===== config.mk =====
export PLATFORM = sky130hd
export DESIGN_NAME = event_arbiter
export DESIGN_NICKNAME = d
export VERILOG_FILES = /design/src/rtl/event_arbiter.sv
export SDC_FILE = /design/constraint.sdc
export NUM_CORES = 1
export LEC_CHECK = 0
export CAP_MARGIN = 20
export CELL_PAD_IN_SITES_DETAIL_PLACEMENT = 1
export CELL_PAD_IN_SITES_GLOBAL_PLACEMENT = 2
export CORE_ASPECT_RATIO = 1.75
export CORE_MARGIN = 8
export CORE_UTILIZATION = 26
export CTS_CLUSTER_DIAMETER = 80
export CTS_CLUSTER_SIZE = 10
export DETAILED_ROUTE_END_ITERATION = 6
export PLACE_DENSITY_LB_ADDON = 0.1
export SYNTH_ARGS = -nofsm -noshare
export SYNTH_HDL_FRONTEND = slang
export SYNTH_SLANG_ARGS = --single-unit

===== constraint.sdc =====
create_clock -name clk -period 3.56 [get_ports clk]
set_input_delay 1.068 -clock clk [delete_from_list [all_inputs] [get_ports clk]]
set_output_delay 1.068 -clock clk [all_outputs]
set_load 0.01 [all_outputs]

===== src/rtl/event_arbiter.sv =====
// Round-robin arbiter that shares one event filter between NUM_SRC sources.
// Each grant latches a 2-bit x/y/t/p event, holds it for HOLD_CYCLES, then idles GAP_CYCLES.
module event_arbiter #(
    parameter int NUM_SRC     = 4,
    parameter int HOLD_CYCLES = 6,
    parameter int GAP_CYCLES  = 1,
    localparam int IDW        = $clog2(NUM_SRC)
) (
    input  logic                   clk,
    input  logic                   rst,
    input  logic [NUM_SRC-1:0]     req,
    input  logic [2*NUM_SRC-1:0]   src_x,
    input  logic [2*NUM_SRC-1:0]   src_y,
    input  logic [2*NUM_SRC-1:0]   src_t,
    input  logic [2*NUM_SRC-1:0]   src_p,
    output logic [NUM_SRC-1:0]     ack,
    output logic [1:0]             f_x,
    output logic [1:0]             f_y,
    output logic [1:0]             f_t,
    output logic [1:0]             f_p,
    output logic                   f_valid,
    output logic [IDW-1:0]         grant_id,
    output logic                   busy,
    output logic [7:0]             served_cnt
);

    typedef enum logic [1:0] {
        IDLE = 2'd0,
        HOLD = 2'd1,
        GAP  = 2'd2
    } state_t;

    state_t           state;
    logic [IDW-1:0]   ptr;
    logic [3:0]       hold_cnt;
    logic [1:0]       gap_cnt;

    logic             pick_found;
    logic [IDW-1:0]   pick_idx;
    logic [IDW-1:0]   next_ptr;

    // Scan downward so the lowest offset from ptr is the one that sticks.
    always_comb begin
        pick_found = 1'b0;
        pick_idx   = '0;
        for (int k = NUM_SRC - 1; k >= 0; k--) begin
            if (req[(int'(ptr) + k) % NUM_SRC]) begin
                pick_found = 1'b1;
                pick_idx   = IDW'((int'(ptr) + k) % NUM_SRC);
            end
        end
    end

    assign next_ptr = (pick_idx == IDW'(NUM_SRC - 1)) ? '0 : pick_idx + 1'b1;
    assign busy     = (state != IDLE);

    always_ff @(posedge clk) begin
        if (rst) begin
            state      <= IDLE;
            ptr        <= '0;
            hold_cnt   <= '0;
            gap_cnt    <= '0;
            ack        <= '0;
            f_x        <= '0;
            f_y        <= '0;
            f_t        <= '0;
            f_p        <= '0;
            f_valid    <= 1'b0;
            grant_id   <= '0;
            served_cnt <= '0;
        end else begin
            ack <= '0;
            case (state)
                IDLE: begin
                    if (pick_found) begin
                        f_x      <= src_x[2*int'(pick_idx) +: 2];
                        f_y      <= src_y[2*int'(pick_idx) +: 2];
                        f_t      <= src_t[2*int'(pick_idx) +: 2];
                        f_p      <= src_p[2*int'(pick_idx) +: 2];
                        f_valid  <= 1'b1;
                        ack      <= NUM_SRC'(1) << pick_idx;
                        grant_id <= pick_idx;
                        ptr      <= next_ptr;
                        hold_cnt <= 4'(HOLD_CYCLES - 1);
                        if (served_cnt != 8'hFF) begin
                            served_cnt <= served_cnt + 8'd1;
                        end
                        state    <= HOLD;
                    end
                end
                HOLD: begin
                    if (hold_cnt == 4'd0) begin
                        f_x     <= '0;
                        f_y     <= '0;
                        f_t     <= '0;
                        f_p     <= '0;
                        f_valid <= 1'b0;
                        gap_cnt <= 2'(GAP_CYCLES - 1);
                        state   <= (GAP_CYCLES == 0) ? IDLE : GAP;
                    end else begin
                        hold_cnt <= hold_cnt - 4'd1;
                    end
                end
                GAP: begin
                    if (gap_cnt == 2'd0) begin
                        state <= IDLE;
                    end else begin
                        gap_cnt <= gap_cnt - 2'd1;
                    end
                end
                default: begin
                    f_x     <= '0;
                    f_y     <= '0;
                    f_t     <= '0;
                    f_p     <= '0;
                    f_valid <= 1'b0;
                    state   <= IDLE;
                end
            endcase
        end
    end

endmodule


---- Yosys cells after proc, flatten, opt, wreduce, memory -nomap -nowiden ----
Cells that the tools add are included.
word-level totals
  bits in registers ....................... 33
  output and inout bits ................... 24
  input bits .............................. 38
  word-level logic and storage cells ...... 100
operators by class
  order comparisons ....................... 4
  bitwise logic cells ..................... 6
  add/sub/neg operators ................... 7
  equal/unequal tests ..................... 9
  reduce and logical (&&, ||, !) cells .... 16
  mux-type cells .......................... 41
  shift operators ......................... 5
operators by type and width
  operator                                                                      number
  8-bit by 4-bit variable part select with 2-bit output                         4
  2-bit case mux with 3 select lines                                            5
  2-bit 2-to-1 mux                                                              14
  3-bit AND reduction                                                           5
  1-bit 2-to-1 mux                                                              13
  3-bit by 4-bit less-than comparator with 1-bit output, second input constant  3
  2-bit inequality test, second input constant                                  5
  8-bit by 1-bit adder with 8-bit output, second input constant                 1
  1-bit binary-select mux with 2-bit select                                     4
  4-bit 2-to-1 mux                                                              2
  8-bit inequality test, second input constant                                  1
  4-bit case mux with 2 select lines                                            1
  2-bit nonzero test                                                            3
  2-bit OR reduction                                                            3
  2-bit by 1-bit adder with 2-bit output, second input constant                 2
  2-bit adder, second input constant                                            2
  2-bit equality test, second input constant                                    2
  2-bit logical NOT                                                             2
  4-bit logical NOT                                                             1
  2-bit case mux with 2 select lines                                            1
  1-bit by 2-bit left shift with 4-bit output, first input constant             1
  4-bit by 1-bit subtractor with 4-bit output, second input constant            1
  1-bit bitwise AND, first input constant                                       3
  2-bit by 3-bit less-than comparator with 1-bit output, second input constant  1
  other kinds (6)                                                               8

---- Logic depth before layout (Yosys ltp) ----
  word-level depth ........................ 13
  depth in mapped cells ................... 8

---- Worst setup path after synthesis ----
No wires, ideal clock.
  kind .................................... input port to flip-flop
  start ................................... input port req[1]
  end ..................................... register ptr[0]
  required time ........................... 3.489 ns
  stages .................................. 8
  buffers on the path ..................... 1
  setup slack ............................. 0.842 ns
  arrival time ............................ 2.648 ns
  path through ............................ and2b_2 > a221o_1 > nand2_1 > inv_1 > buf_2 > ha_1 > or3_1 > a21oi_1
between the ends
  longest elaborated chain between the ends .. 9
  elaborated cells on any way between the ends .. 23
  those cells by class .................... add/sub: 1; eq/ne: 1; mux: 20; reduce/logical: 1
ends and longest elaborated chain
  what                                                  line  source
  from (decl)                                           11    input logic [NUM_SRC-1:0] req,
  1-bit binary-select mux with 2-bit select             47    if (req[(int'(ptr) + k) % NUM_SRC]) begin
  1-bit 2-to-1 mux (implied by the code) (2 in series)  47
  2-bit 2-to-1 mux (3 in series)                        47
  2-bit 2-to-1 mux (*)                                  47
  named net pick_idx[1]                                 39    logic [IDW-1:0] pick_idx;
  2-bit equality test (*)                               54    assign next_ptr = (pick_idx == IDW'(NUM_SRC - 1)) ? '0 : pick_idx + 1'b1;
  2-bit 2-to-1 mux (*)                                  54
  to (signal assigned)                                  83    ptr <= next_ptr;
  to (decl)                                             34    logic [IDW-1:0] ptr;
Mark *: on every way through the listed nets, which the timed path passes. The rest lies on a longest branch. The select of a mux whose other input is x is not followed.
A chain may end at the register's enable or synchronous reset.

---- Final worst setup path ----
  start ................................... input port req[1]
  end ..................................... register f_p[0]
between the ends
  longest elaborated chain between the ends .. 10
  elaborated cells on any way between the ends .. 24
  those cells by class .................... eq/ne: 1; shift: 1; mux: 21; reduce/logical: 1
ends and longest elaborated chain
  what                                                   line  source
  1-bit binary-select mux with 2-bit select              47
  1-bit 2-to-1 mux (implied by the code) (2 in series)   47
  2-bit 2-to-1 mux (4 in series)                         47
  8-bit by 4-bit variable part select with 2-bit output  79    f_p <= src_p[2*int'(pick_idx) +: 2];
  2-bit 2-to-1 mux                                       75    if (pick_found) begin
  2-bit case mux with 3 select lines                     73    case (state)
  to (signal assigned)                                   79
  to (decl)                                              20    output logic [1:0] f_p,
Several ways; a longest one is shown, not always the timed one. The select of a mux whose other input is x is not followed.

==> impl_metrics.py <==
metrics = {
    "outcome": {
        "status": "finished, final reports clean",
    },
    "cts": {
        "clockRootBuffer": "clkbuf_8",
        "clk_latency_ns": 0.28,
        "cts_resized": 0,
        "cts_made_buffers": 5,
        "clkTransAtPathRegs_ns": 0.07,
        "clockBufferDepth": 2,
        "cts.sink_count": 33,
        "cts_hold_buffers": 0,
        "cts_setup_buffers": 0,
        "cts_max_level": 2,
        "cts_tree": "done",
    },
    "setup_path": {
        "ff2ff_path_depth": 7,
        "path_buf_inv": 1,
        "reg2reg_from": "hold_cnt[0]",
        "critical_path_class": "in2reg",
        "worstPathMaxFanout": 9,
        "r2r_end": "hold_cnt[3]",
        "worst_setup_path_end_kind": "register",
        "r2r_slack_ns": 1.64,
        "crit_required_ns": 3.77,
        "crit_family": "simple AND/OR/NAND/NOR gates",
        "arrival_ns": 3.08,
        "cp_slowest_cell": "or4_1",
        "start_kind": "primary input",
        "worstPathCellList": "clkdlybuf4s50_1, or4_1, and2_0, nor3_4, nand2_1, o211ai_1",
        "max_stage_delay_ns": 0.67,
    },
    "logic_synthesis": {
        "yosysTopAreaCell": "dfxtp_1",
        "ys_warn_count": 0,
        "ys_ff_latch": 33,
        "yosysUniqueCellTypes": 38,
        "async_flop_share_pct": 0,
        "synth.net_count": 240,
        "synth_edf_count": 0,
        "syn_inst": 198,
        "synthTopCellsByArea": "dfxtp_1, mux2i_1, nand2_1, nor2_1, a21boi_0",
        "synth_top_area_share_pct": 40.09,
        "synth-main-ff-cell": "dfxtp_1",
        "seq_area_frac_synth_pct": 40.09,
        "syn_avg_cell_area_um2": 8.322,
        "syn_area_mm2": 0.001648,
    },
    "power_and_ir_drop": {
        "p_per_area_mw_per_mm2": 452.9,
        "leakage_nw": 0.9210,
        "ir_drop_mv": 0.2221,
    },
    "sta": {
        "min_period_over_period_pct": 80.53,
        "final.setup.tns_ns": 0,
        "maxSlewViolCount": 0,
        "tightest_slew_ns": 0.4847,
        "max_slew_margin_pct": 67.62,
        "period_needed_ns": 2.867,
        "finalSetupViolCount": 0,
        "fin_ws_ns": 0.6931,
        "max_freq_mhz": 348.8,
        "skew_ns": 0.005413,
        "final-hold-violation-count": 0,
        "grt_setup_unrepaired": "no",
    },
    "hold_path": {
        "hold_class": "reg2reg",
        "min_delay_worst_endpoint": "f_valid",
        "hold_start": "f_valid",
        "hold_depth": 2,
    },
    "cells_and_area": {
        "final_nets": 306,
        "layout-drive-gt1-share_pct": 6.792,
        "insertedDiodeCount": 0,
        "area_growth_syn_to_layout_pct": 48.97,
    },
    "route": {
        "drt_first_pass_iters": 2,
        "vias": 1630,
        "drc": 0,
        "routed_wirelength_um": 5288,
        "wl_per_cell_um": 15.33,
        "drt-initial-drc-count": 40,
        "antenna_left": 0,
        "drt-vias-per-instance": 4.725,
    },
    "floorplanning": {
        "fp.dieW_um": 76.18,
        "fp.dieH_um": 121.3,
        "boundaryPins": 62,
        "start_util_pct": 26.66,
        "dieArea_mm2": 0.009242,
        "num_rows": 38,
        "core_area_mm2": 0.006181,
    },
    "global_route": {
        "grt-ovfl-total": 0,
        "grt_pass1_wl_um": 8728,
        "antenna_found_initial": 0,
        "grt_max_degree": 22,
        "grt_pass1_vias": 1684,
        "globalRouteTotalUtil_pct": 11.64,
    },
    "run": {
        "max_cap_viol_count": 0,
    },
    "place": {
        "hpwlAfterDp_um": 4234,
        "portBuffers": 61,
        "gp_congestion": 0.7422,
        "dp_slack_ns": 0.3598,
    },
}
## cell usage in the layout, fill, tap and decap left out, drive strengths merged, types with 2 or more instances in the layout
cell,instances
and2,3
a21boi,8
nor3,9
nor4,2
or3,3
a21oi,10
nand2b,4
o211ai,9
and3,8
dfxtp,33
clkbuf,5
inv,8
nand2,24
buf,6
nor2,19
clkdlybuf4s50,61
xnor2,4
o21ai,10
nor2b,2
nand3,4
clkinv,2
mux2i,12
ha,4
## synthesized netlist by cell type (all sizes together), types with 8 or more instances
cell type and count:
a21boi 8, a21oi 10, and3 8, dfxtp 33, inv 8, mux2i 12
nand2 24, nor2 19, nor3 9, o211ai 9, o21ai 10
## routing by layer
| metal | up-vias | part of all wire [%] | global-route usage (%) |
|---|---|---|---|
| met4 | 0 | 1.0 | 3.995 |
| met1 | 759 | 40 | 11.65 |
| met5 | - | 0 | 0 |
| met3 | 5 | 4.6 | 3.264 |
| li1 | 823 | - | - |
| met2 | 43 | 54 | 22.24 |
## kinds of logic (layout without fill, tap and decap cells)
kind of cell	after synthesis	in the layout	synth area share, %
mux	12	12	7.290
flops	33	33	40.09
buf+inv	16	83	3.948
fa+ha+maj	4	4	3.037
simple gates	85	85	25.97
xor+xnor	5	5	2.657
compound gates	43	43	17.01
## worst reg2reg max path, delay by kind of cell, from the launching register on
kind                       cells  cell delay [ns]
AOI/OAI and AO/OA              1             0.44
buffers and inverters          1             0.09
DFF                            1             0.31
xor gates and xnor gates       1             0.14
adders and majority gates      1             0.20
and+or+nand+nor                3             0.68
## metrics by stage
step / power (mW) / utilization (%) / std cells / cell area, um^2 / hold WS, ns
after floorplan: 0.6616 / - / 198 / 1648 / 0.4586
after global routing: 1.191 / 39.72 / 345 / 2455 / 0.4779
after CTS: 1.138 / 39.72 / 345 / 2455 / 0.4699
after global placement: 0.8491 / 38.32 / 337 / 2369 / 0.4539
after detailed placement: 0.8512 / 38.32 / 337 / 2369 / 0.4578
final: 1.112 / 39.72 / 345 / 2455 / 0.4583
## how the worst max path moves through the flow
stage                        end    from  slack, ns  depth (start not counted)
after global placement    f_y[0]  req[1]       0.42                          6
after floorplan           ptr[0]  req[1]       0.84                          8
after global routing      f_t[0]  req[1]       0.51                          6
final                     f_p[0]  req[1]       0.69                          6
after detailed placement  f_p[0]  req[1]       0.36                          6
after CTS                 f_p[0]  req[1]       0.66                          6
## area by class of cell
| type | instances | area (um^2) |
|---|---|---|
| Tap cell | 80 | 100.1 |
| Sequential cell | 33 | 660.6 |
| Inverter | 8 | 30.03 |
| Clock buffer | 5 | 68.82 |
| Fill cell | 759 | 3726 |
| Multi-Input combinational cell | 149 | 922.1 |
| Timing Repair Buffer | 67 | 655.6 |
| Clock inverter | 3 | 17.52 |
## flip-flops by register name, summed over array words and instances (netlist names)
name	flops
f_t	2
f_y	2
f_x	2
ptr	2
served_cnt	8
f_p	2
ack	4
grant_id	2
f_valid	1
gap_cnt	2
hold_cnt	4
state	2
## power breakdown
| group | switching, mW | internal (mW) | total, mW |
|---|---|---|---|
| registers | 0.0339 | 0.419 | 0.453 |
| clock network | 0.146 | 0.135 | 0.281 |
| logic | 0.180 | 0.197 | 0.377 |
(Power assumes the default switching activity.)
